===== src/rtl/dmac_ch0_sequencer.sv =====
// -----------------------------------------------------------------------------
// dmac_ch0_sequencer
//
// Channel-0 transfer sequencer of the DMAC. It sits between the register bank
// and the AHB master port. While channel 0 is enabled it copies
// source -> data buffer -> destination as repeated bursts: a read burst
// followed by a write burst. It strobes the bank's load, increment and
// decrement controls, and raises the channel-done interrupt when the
// transfer completes.
//
// Ports
//   r_HCLK, r_HRESET          clock, asynchronous active-high reset
//   CHANNEL_enable            channel-0 enable from the bank
//   TS[11:0]                  remaining bytes; the bank subtracts 4 per
//                             TransferSize_dec_flag
//   BS[2:0]                   burst code, beats = min(BS+1, BUF_DEPTH)
//   DMACINTR_mask             1 masks DMACINTR
//   sync_grant, m_HREADY      registered HGRANT, AHB ready
//   m_HBUSREQ, m_HTRANS,
//   m_HWRITE, addr_sel        AHB master controls and address mux select
//   load_DMAC_C0_Addr .. set_DMACINTR_status
//                             one-cycle strobes to the bank and buffer
//   DMACINTR                  level interrupt, pending & ~mask
//   busy                      high whenever the FSM is not IDLE
//   dbg_state[2:0]            current FSM state, IDLE encodes as 0
//
// Bus handshake: an address phase is offered while m_HTRANS != IDLE and is
// accepted on the cycle m_HREADY=1. Its data phase occupies the following
// cycle(s) and completes on the next cycle with m_HREADY=1. A cycle with
// m_HREADY=0 completes nothing, so outputs hold and no strobe fires.
// -----------------------------------------------------------------------------
module dmac_ch0_sequencer #(
    parameter int BUF_DEPTH = 4,
    parameter int BUF_AW    = 2
) (
    input  logic        r_HCLK,
    input  logic        r_HRESET,
    input  logic        CHANNEL_enable,
    input  logic [11:0] TS,
    input  logic [2:0]  BS,
    input  logic        DMACINTR_mask,
    input  logic        sync_grant,
    input  logic        m_HREADY,
    output logic        m_HBUSREQ,
    output logic [1:0]  m_HTRANS,
    output logic        m_HWRITE,
    output logic        addr_sel,
    output logic        load_DMAC_C0_Addr,
    output logic        src_addr_inc,
    output logic        dest_addr_inc,
    output logic        TransferSize_dec_flag,
    output logic        buffer_idx_inc,
    output logic        buffer_zero_flag,
    output logic        src_burst_zero_flag,
    output logic        dest_burst_zero_flag,
    output logic        CHANNEL_dis_flag,
    output logic        set_DMACINTR_status,
    output logic        DMACINTR,
    output logic        busy,
    output logic [2:0]  dbg_state
);
    localparam int CW = BUF_AW + 1;

    localparam logic [2:0] S_IDLE = 3'd0;
    localparam logic [2:0] S_LOAD = 3'd1;
    localparam logic [2:0] S_REQ  = 3'd2;
    localparam logic [2:0] S_RD   = 3'd3;
    localparam logic [2:0] S_WR   = 3'd4;
    localparam logic [2:0] S_RE   = 3'd5;
    localparam logic [2:0] S_DONE = 3'd6;

    logic [2:0]    state_q, state_d;
    logic [CW-1:0] addr_cnt_q, addr_cnt_d;   // address phases accepted
    logic [CW-1:0] beat_cnt_q, beat_cnt_d;   // data beats completed
    logic [CW-1:0] burst_len_q, burst_len_d;
    logic          dphase_q, dphase_d;       // a data phase is outstanding
    logic          pending_q, pending_d;

    logic [10:0]   beats_cap;
    logic [CW-1:0] burst_calc;
    logic          xfer_phase, addr_left, addr_acc, data_done, last_data;
    logic          unused_ts_bits;

    // Byte offset inside a word has no effect on the word count.
    assign unused_ts_bits = ^TS[1:0];

    // Burst length = min(BS+1, BUF_DEPTH, remaining words).
    always_comb begin
        beats_cap = {8'd0, BS} + 11'd1;
        if (beats_cap > 11'(BUF_DEPTH)) beats_cap = 11'(BUF_DEPTH);
        if ({1'b0, TS[11:2]} < beats_cap) beats_cap = {1'b0, TS[11:2]};
    end
    assign burst_calc = beats_cap[CW-1:0];

    assign xfer_phase = (state_q == S_RD) || (state_q == S_WR);
    assign addr_left  = addr_cnt_q < burst_len_q;
    assign addr_acc   = xfer_phase && addr_left && m_HREADY;
    assign data_done  = xfer_phase && dphase_q && m_HREADY;
    assign last_data  = data_done && (beat_cnt_q == burst_len_q - 1'b1);

    // State register.
    always_ff @(posedge r_HCLK or posedge r_HRESET) begin
        if (r_HRESET) state_q <= S_IDLE;
        else          state_q <= state_d;
    end

    // Next-state logic.
    always_comb begin
        state_d = state_q;
        case (state_q)
            S_IDLE: if (CHANNEL_enable) state_d = S_LOAD;
            S_LOAD: state_d = (TS[11:2] == 10'd0) ? S_DONE : S_REQ;
            S_REQ:  if (sync_grant && m_HREADY) state_d = S_RD;
            S_RD:   if (last_data) state_d = S_WR;
            S_WR: begin
                // Final word wins over an abort so a finished transfer
                // always reports completion.
                if (last_data) begin
                    if (TS[11:2] == 10'd1)    state_d = S_DONE;
                    else if (!CHANNEL_enable) state_d = S_IDLE;
                    else                      state_d = S_RE;
                end
            end
            S_RE:   state_d = S_REQ;
            S_DONE: state_d = S_IDLE;
            default: state_d = S_IDLE;
        endcase
    end

    // Burst counters and interrupt pending bit.
    always_comb begin
        addr_cnt_d  = addr_cnt_q;
        beat_cnt_d  = beat_cnt_q;
        dphase_d    = dphase_q;
        burst_len_d = burst_len_q;
        pending_d   = pending_q;
        if (xfer_phase && !last_data) begin
            if (addr_acc)  addr_cnt_d = addr_cnt_q + 1'b1;
            if (data_done) beat_cnt_d = beat_cnt_q + 1'b1;
            if (m_HREADY)  dphase_d   = addr_acc;
        end else begin
            // Every phase starts with clean counters.
            addr_cnt_d = '0;
            beat_cnt_d = '0;
            dphase_d   = 1'b0;
        end
        // RE sees TS already decremented by the bank for the last burst.
        if (state_q == S_LOAD || state_q == S_RE) burst_len_d = burst_calc;
        if (state_q == S_IDLE && CHANNEL_enable) pending_d = 1'b0;
        if (state_q == S_DONE) pending_d = 1'b1;
    end

    always_ff @(posedge r_HCLK or posedge r_HRESET) begin
        if (r_HRESET) begin
            addr_cnt_q  <= '0;
            beat_cnt_q  <= '0;
            dphase_q    <= 1'b0;
            burst_len_q <= '0;
            pending_q   <= 1'b0;
        end else begin
            addr_cnt_q  <= addr_cnt_d;
            beat_cnt_q  <= beat_cnt_d;
            dphase_q    <= dphase_d;
            burst_len_q <= burst_len_d;
            pending_q   <= pending_d;
        end
    end

    // Output logic.
    always_comb begin
        m_HBUSREQ             = 1'b0;
        m_HTRANS              = 2'b00;
        m_HWRITE              = 1'b0;
        addr_sel              = 1'b0;
        load_DMAC_C0_Addr     = 1'b0;
        src_addr_inc          = 1'b0;
        dest_addr_inc         = 1'b0;
        TransferSize_dec_flag = 1'b0;
        buffer_idx_inc        = 1'b0;
        buffer_zero_flag      = 1'b0;
        src_burst_zero_flag   = 1'b0;
        dest_burst_zero_flag  = 1'b0;
        CHANNEL_dis_flag      = 1'b0;
        set_DMACINTR_status   = 1'b0;
        case (state_q)
            S_IDLE: begin
                if (CHANNEL_enable) begin
                    load_DMAC_C0_Addr    = 1'b1;
                    buffer_zero_flag     = 1'b1;
                    src_burst_zero_flag  = 1'b1;
                    dest_burst_zero_flag = 1'b1;
                end
            end
            S_REQ: m_HBUSREQ = 1'b1;
            S_RD, S_WR: begin
                m_HBUSREQ      = 1'b1;
                m_HWRITE       = (state_q == S_WR);
                addr_sel       = (state_q == S_WR);
                if (addr_left) m_HTRANS = (addr_cnt_q == '0) ? 2'b10 : 2'b11;
                buffer_idx_inc = data_done;
                if (state_q == S_RD) begin
                    src_addr_inc = addr_acc;
                    if (last_data) begin
                        buffer_zero_flag     = 1'b1;
                        dest_burst_zero_flag = 1'b1;
                    end
                end else begin
                    dest_addr_inc         = addr_acc;
                    TransferSize_dec_flag = data_done;
                end
            end
            S_RE: begin
                m_HBUSREQ           = 1'b1;
                buffer_zero_flag    = 1'b1;
                src_burst_zero_flag = 1'b1;
            end
            S_DONE: begin
                CHANNEL_dis_flag    = 1'b1;
                set_DMACINTR_status = 1'b1;
            end
            default: ;
        endcase
    end

    assign DMACINTR  = pending_q & ~DMACINTR_mask;
    assign busy      = (state_q != S_IDLE);
    assign dbg_state = state_q;

endmodule


===== config.mk =====
export PLATFORM = sky130hd
export DESIGN_NAME = dmac_ch0_sequencer
export DESIGN_NICKNAME = d
export VERILOG_FILES = /design/src/rtl/dmac_ch0_sequencer.sv
export SDC_FILE = /design/constraint.sdc
export NUM_CORES = 1
export LEC_CHECK = 0
export CAP_MARGIN = 20
export CORE_ASPECT_RATIO = 1.2
export CORE_UTILIZATION = 45
export DETAILED_ROUTE_END_ITERATION = 8
export GPL_TIMING_DRIVEN = 0
export MAX_ROUTING_LAYER = met4
export PLACE_DENSITY_LB_ADDON = 0.15
export REMOVE_ABC_BUFFERS = 1
export SLEW_MARGIN = 25
export SYNTH_ARGS = -nofsm -noshare
export SYNTH_HDL_FRONTEND = slang
export SYNTH_SLANG_ARGS = --single-unit

===== constraint.sdc =====
create_clock -name r_HCLK -period 2.2 [get_ports r_HCLK]
set_clock_uncertainty 0.1 [all_clocks]
set_input_delay 0.33 -clock r_HCLK [delete_from_list [all_inputs] [get_ports r_HCLK]]
set_output_delay 0.33 -clock r_HCLK [all_outputs]
set_load 0.005 [all_outputs]

==> impl_metrics.yaml <==
outcome:
  status: "finished with violations"
  violations: "negative setup slack"
floorplanning:
  start_util_pct: 47.77
  die_h_um: 58.74
  die_x_um: 49.29
  rows: 20
  design.core.area_um2: 2527
  io_pins: 41
  fp.dieArea_um2: 2895
synthesis:
  yosysMostFrequentCell: "nand2_1"
  synth_top_cell_by_area: "dfrtp_1"
  netlist_area_um2: 1207
  ys_seq_area_share_pct: 29.02
  yosys-top-cells-count: "16 x nand2_1, 15 x inv_1, 14 x dfrtp_1"
  synth-main-ff-cell: "dfrtp_1"
  synth_edf_count: 0
  synthArstFlopShare_pct: 100.0
  synthTopCellsByArea: "dfrtp_1 29%, ha_1 11%, nand2_1 5.0%"
  synthCells: 150
  synth_cell_types: 40
  synth_top_area_share_pct: 29.02
  ys_warn_count: 0
  synth.avg_cell_area_um2: 8.049
  ys_seq_elements: 14
worst_setup_path:
  r2r_slack_ps: -30
  arrival_ps: 1950
  critPathRequiredTime_ps: 1770
  r2r_start: "dbg_state[0]$_DFFE_PP0P_"
  critPathMaxStageDelay_ps: 430
  critPathLaunchType: "register"
  cp-end-kind: "output port"
  critPathSlowestCell: "or3b_4"
  crit_type: "reg -> out"
  r2r_cells: 8
  crit_chain: "or3b_4, buf_6, a21oi_4, o21a_1, buf_4, a21boi_2, buf_2"
  rr_endpoint: "addr_cnt_q[2]$_DFFE_PP0P_"
  setup.worst_path.start: "dbg_state[0]$_DFFE_PP0P_"
  cp_max_fo: 5
placed_design:
  dp_cells: 216
  port_buffers: 38
  place_congestion: 0.8731
  dp_hpwl_um: 2224
final_layout:
  diodes: 0
  stdcell_count: 245
  layout-drive-gt1-share_pct: 33.02
  fin_nets: 245
  n_fill_cell: 185
  syn2layout_area_growth_pct: 60.93
route:
  drc_errors: 0
  vias_per_cell: 5.547
  antenna_left: 0
  dr.pass1.iters: 4
  drt-total-wl_um: 3574
  route.vias.total: 1359
  first_iter_violations: 21
  wire_per_inst_um: 14.59
global_routing:
  grt_max_degree: 15
  grt_pass1_wl_um: 5561
  overflow: 0
  grt_pass1_vias: 1317
  track_usage_pct: 25.66
  grt_antenna_before_repair: 0
sta:
  setup_ws_ps: -177.6
  period_share_pct: 108.1
  finalHoldViolCount: 0
  setup-tns-final_ps: -764.7
  max_freq_ghz: 0.4206
  slew_viol_final: 0
  worstMarginPinSlew_ps: 647.8
  timing.final.crit_period_ps: 2378
  holdWs_ps: 290.6
  rsz0062_at_grt: "true"
  relSlewSlack_pct: 56.53
  setup_violations: 8
clock_tree:
  path_clk_slew_ps: 90
  cts_htree_levels: 1
  root_buffer: "clkbuf_4"
  clk_latency_ps: 280
  cts_tree: "built"
  cts_buffer_depth: 2
  cts_buffers: 3
  cts_hold_buf: 0
  cts_sinks: 14
power:
  ir_drop_mv: 0.5272
  sw_frac_of_total_pct: 41.64
  netSwitchingPower_w: 0.0007591
  pwr-share-seq_pct: 21.2
  clockPowerShare_pct: 10.3
  internal-power_w: 0.001064
  p_leak_nw: 0.9908
  comb_power_share_pct: 68.5
  power_density_nw_per_um2: 938.2
worst_hold_path:
  hold_path_class: "in -> async"
job:
  drv_cap: 0
==> registers in the layout (all words and copies together) (netlist names) <==
register	count
dphase_q	1
addr_cnt_q	3
burst_len_q	3
beat_cnt_q	3
pending_q	1
dbg_state	3
==> worst max-delay path: cells and delay by family, from the launching register on <==
| family | cells | cell delay (ps) |
|---|---|---|
| AOI/OAI and AO/OA | 3 | 450 |
| buffers and inverters | 3 | 370 |
| DFF | 1 | 420 |
| and+or+nand+nor | 1 | 430 |
==> power groups by stage <==
stage	sequential [W]	combinational, W	clock, W
after floorplan	0.000418	0.000499	0
after global placement	0.000443	0.000815	0
after detailed placement	0.000444	0.000841	0
after CTS	0.000383	0.00111	0.000186
after global routing	0.000391	0.00134	0.000199
final	0.000387	0.00125	0.000187
==> placed cells by master (no fill, tap or decap), drive strengths merged, types with 3 or more instances in the layout <==
master          n
a21oi          10
buf            33
clkbuf          6
clkdlybuf4s50  16
dfrtp          14
dlygate4sd2     6
dlymetal6s2s    6
ha             11
inv            14
nand2          16
nand2b          4
nand3          11
nor2            9
nor3            5
o211ai          4
o21ai          13
o22ai           3
==> what timing repair did <==
item	in CTS	in global routing
setup endpoints to repair	18	20
resized for setup	69	21
buffers inserted	19	6
cloned	0	0
pin swaps	16	8
==> per-layer routing <==
metal | vias up | part of all wire [%] | track usage [%] | wire length, um
met4 | 0 | 1.2 | 10.50 | 43
met1 | 664 | 39 | 26.21 | 1409
met5 | - | 0 | - | 0
met3 | 4 | 2.8 | 3.101 | 101
li1 | 655 | - | - | -
met2 | 36 | 56 | 49.12 | 2019
==> worst max path at each step <==
stage	end	slack [ps]
after global placement	burst_len_q[1]$_DFFE_PP0P_	-690
final	m_HTRANS[0]	-180
after detailed placement	burst_len_q[1]$_DFFE_PP0P_	-750
after floorplan	burst_len_q[1]$_DFFE_PP0P_	-7
after global routing	dest_addr_inc	-240
after CTS	m_HTRANS[0]	-120
==> kinds of logic after synthesis <==
kind of cell               synth area share (%)
buffers and inverters                     6.942
adders and majority gates                 11.40
and+or+nand+nor                           25.49
other                                    0.3106
AOI/OAI and AO/OA                         19.48
muxes                                     2.591
DFF                                       29.02
xor gates and xnor gates                  4.767
==> per-stage QoR <==
stage | total power, W | utilization, % | setup WS (ps) | cell area, um^2
finish | 0.001823 | 76.88 | -177.6 | 1943
global route | 0.001935 | 76.88 | -242.6 | 1943
CTS | 0.001684 | 73.32 | -118.3 | 1853
detailed placement | 0.001286 | 63.37 | -745.8 | 1602
global placement | 0.001258 | 63.37 | -693.2 | 1602
floorplan | 0.0009174 | - | -7.169 | 1180
==> area by class of cell <==
type / instances / area [um^2] / share of cell area, %
clock buffers: 4 / 36.28 / 1.867
inverters: 15 / 60.06 / 3.091
multi-input cells: 116 / 908.4 / 46.75
flip-flops and latches: 14 / 354.1 / 18.22
well taps: 33 / 41.29 / 2.125
repair buffers: 63 / 543.0 / 27.95
(Power assumes the default switching activity.)
==> RTL change (same settings) <==
Set the parameter `BUF_AW` to 3 (it was 2).
--- a/src/rtl/dmac_ch0_sequencer.sv
+++ b/src/rtl/dmac_ch0_sequencer.sv
@@ -32,5 +32,5 @@
 module dmac_ch0_sequencer #(
     parameter int BUF_DEPTH = 4,
-    parameter int BUF_AW    = 2
+    parameter int BUF_AW    = 3
 ) (
     input  logic        r_HCLK,
Behaviour: same outputs for any inputs over 10 cycles, from zero or initial values and one cycle with r_HRESET high; that may be too few to reach the edited logic, so the function may still have changed.
==> RTL change against the unedited design <==
  * The flow still finishes with violations (negative setup slack)
  * Non-clock buffer count up 7
  * Via count up 13%
  * Total power up 36%
  * Design area up 14%
  * Combinational power up 46%
  * Routed wire length up 14%
  * Synthesized area up 21%
  * Sequential cell count up 3
  * Worst setup slack worse by 4.8 ps
  * Cell count up 13%
  * Critical endpoint is now buffer_zero_flag
  * Largest cell class unchanged
  * Largest power group unchanged
==> RTL change: results <==
{
  "multi_input_cells": 137,
  "seq_area_sq_um": 429.2,
  "ys_seq_area_share_pct": 29.16,
  "whs_ps": 318.0,
  "layout_setup_ws_ps": -182.4,
  "grt_pass1_vias": 1565,
  "synth_compound_area_share_pct": 18.78,
  "design.seq.count": 17,
  "ir_drop_uv": 738.1,
  "multi_input_area_sq_um": 1099,
  "grt_pass1_wl_mm": 6.879,
  "viasPerCell": 5.543,
  "p_leak_nw": 1.007,
  "wire_per_inst_um": 14.73,
  "route.vias.total": 1530,
  "rrSetupSlack_ps": 70,
  "dieArea_sq_um": 3474,
  "drive_gt1_share_pct": 34.58,
  "synth_xor_area_share_pct": 5.403,
  "synth-adder-area-share_pct": 11.15,
  "setup_violations": 3,
  "bufAreaShareNonClock_pct": 26.10,
  "worstReg2RegEnd": "dbg_state[2]$_DFFE_PP0P_",
  "grt_max_degree": 18,
  "synth_top_cells_by_count": "nand2_1 (22), dfrtp_1 (17), nor2_1 (14)",
  "track_usage_pct": 27.51,
  "placed_area_sq_um": 1844,
  "p_int_mw": 1.430,
  "synthTopCellsByArea": "dfrtp_1 (29%), ha_1 (11%), nand2_1 (5.7%), xnor2_1 (4.8%), nor2_1 (3.6%)",
  "clkLatencyLatePin_ps": 300,
  "finalSetupTns_ps": -437.9,
  "status": "finished, violations left",
  "inv_count": 12,
  "nets": 275,
  "clock_area_share_pct": 1.181,
  "synth-main-ff-cell": "dfrtp_1",
  "stdcell_area_sq_um": 2225,
  "maxSlewHeadroom_pct": 54.57,
  "share_comb_of_total_power_pct": 73.7,
  "pg_seq_uw": 471,
  "routabilityCongestion": 0.7915,
  "cp_max_fo": 2,
  "signal_buffers": 70,
  "post-place-ws_ps": -852.8,
  "rr_startpoint": "burst_len_q[0]$_DFFE_PP0P_",
  "placed_cells": 240,
  "netlist_instances": 172,
  "clk_pin_slew_ps": 110,
  "ys_types": 50,
  "detail_route.first_pass.iterations": 4,
  "synth.area.mux_share_pct": 2.487,
  "violations": "negative setup slack",
  "powerDensity_nw_per_um2": 1110,
  "fillers": 235
}
## RTL change: cell count changes after synthesis, sizes merged, moves of 3 or more
cell,unedited run,this run
dfrtp,14,17
inv,15,12
nand2,16,23
nand2b,4,1
nand3,11,7
nor2,9,14
o21ai,13,9
or3,2,5
xnor2,2,8
## RTL change: routing by layer
layer	share of wire, %	track usage [%]	up-vias
li1	-	-	737
met1	42	30.25	733
met2	53	48.77	53
met3	3.3	2.143	7
met4	1.9	11.54	0
met5	0	-	-
## RTL change: cells by family (layout without fill, tap and decap cells)
| group | after synthesis | count (layout) |
|---|---|---|
| compound gates | 38 | 38 |
| buf+inv | 18 | 86 |
| flops | 17 | 17 |
| xor+xnor | 9 | 9 |
| simple gates | 73 | 73 |
| mux | 3 | 3 |
| fa+ha+maj | 13 | 13 |
| other cells | 1 | 1 |
## RTL change: timing repair
action,in CTS,in global routing
buffers inserted,30,3
pin swaps,19,14
gates resized for setup,73,16
setup endpoints to repair,21,12
## RTL change: worst max-delay path by stage
stage                                    start                          to  slack, ps
CTS                 burst_len_q[0]$_DFFE_PP0P_            buffer_zero_flag       -200
global route        burst_len_q[0]$_DFFE_PP0P_            buffer_zero_flag       -300
global placement                         BS[0]  burst_len_q[1]$_DFFE_PP0P_       -780
finish              burst_len_q[0]$_DFFE_PP0P_            buffer_zero_flag       -180
detailed placement                       BS[0]  burst_len_q[1]$_DFFE_PP0P_       -850
floorplan                                BS[0]  burst_len_q[1]$_DFFE_PP0P_       -100
## RTL change: worst max-delay path, cell delays in order, from the launching register on
cell	delay (ps)
dfrtp_1	410
inv_2	90
ha_4	210
xnor2_2	140
nor4_4	310
nand2_2	100
buf_4	150
o21bai_1	110
buf_2	130
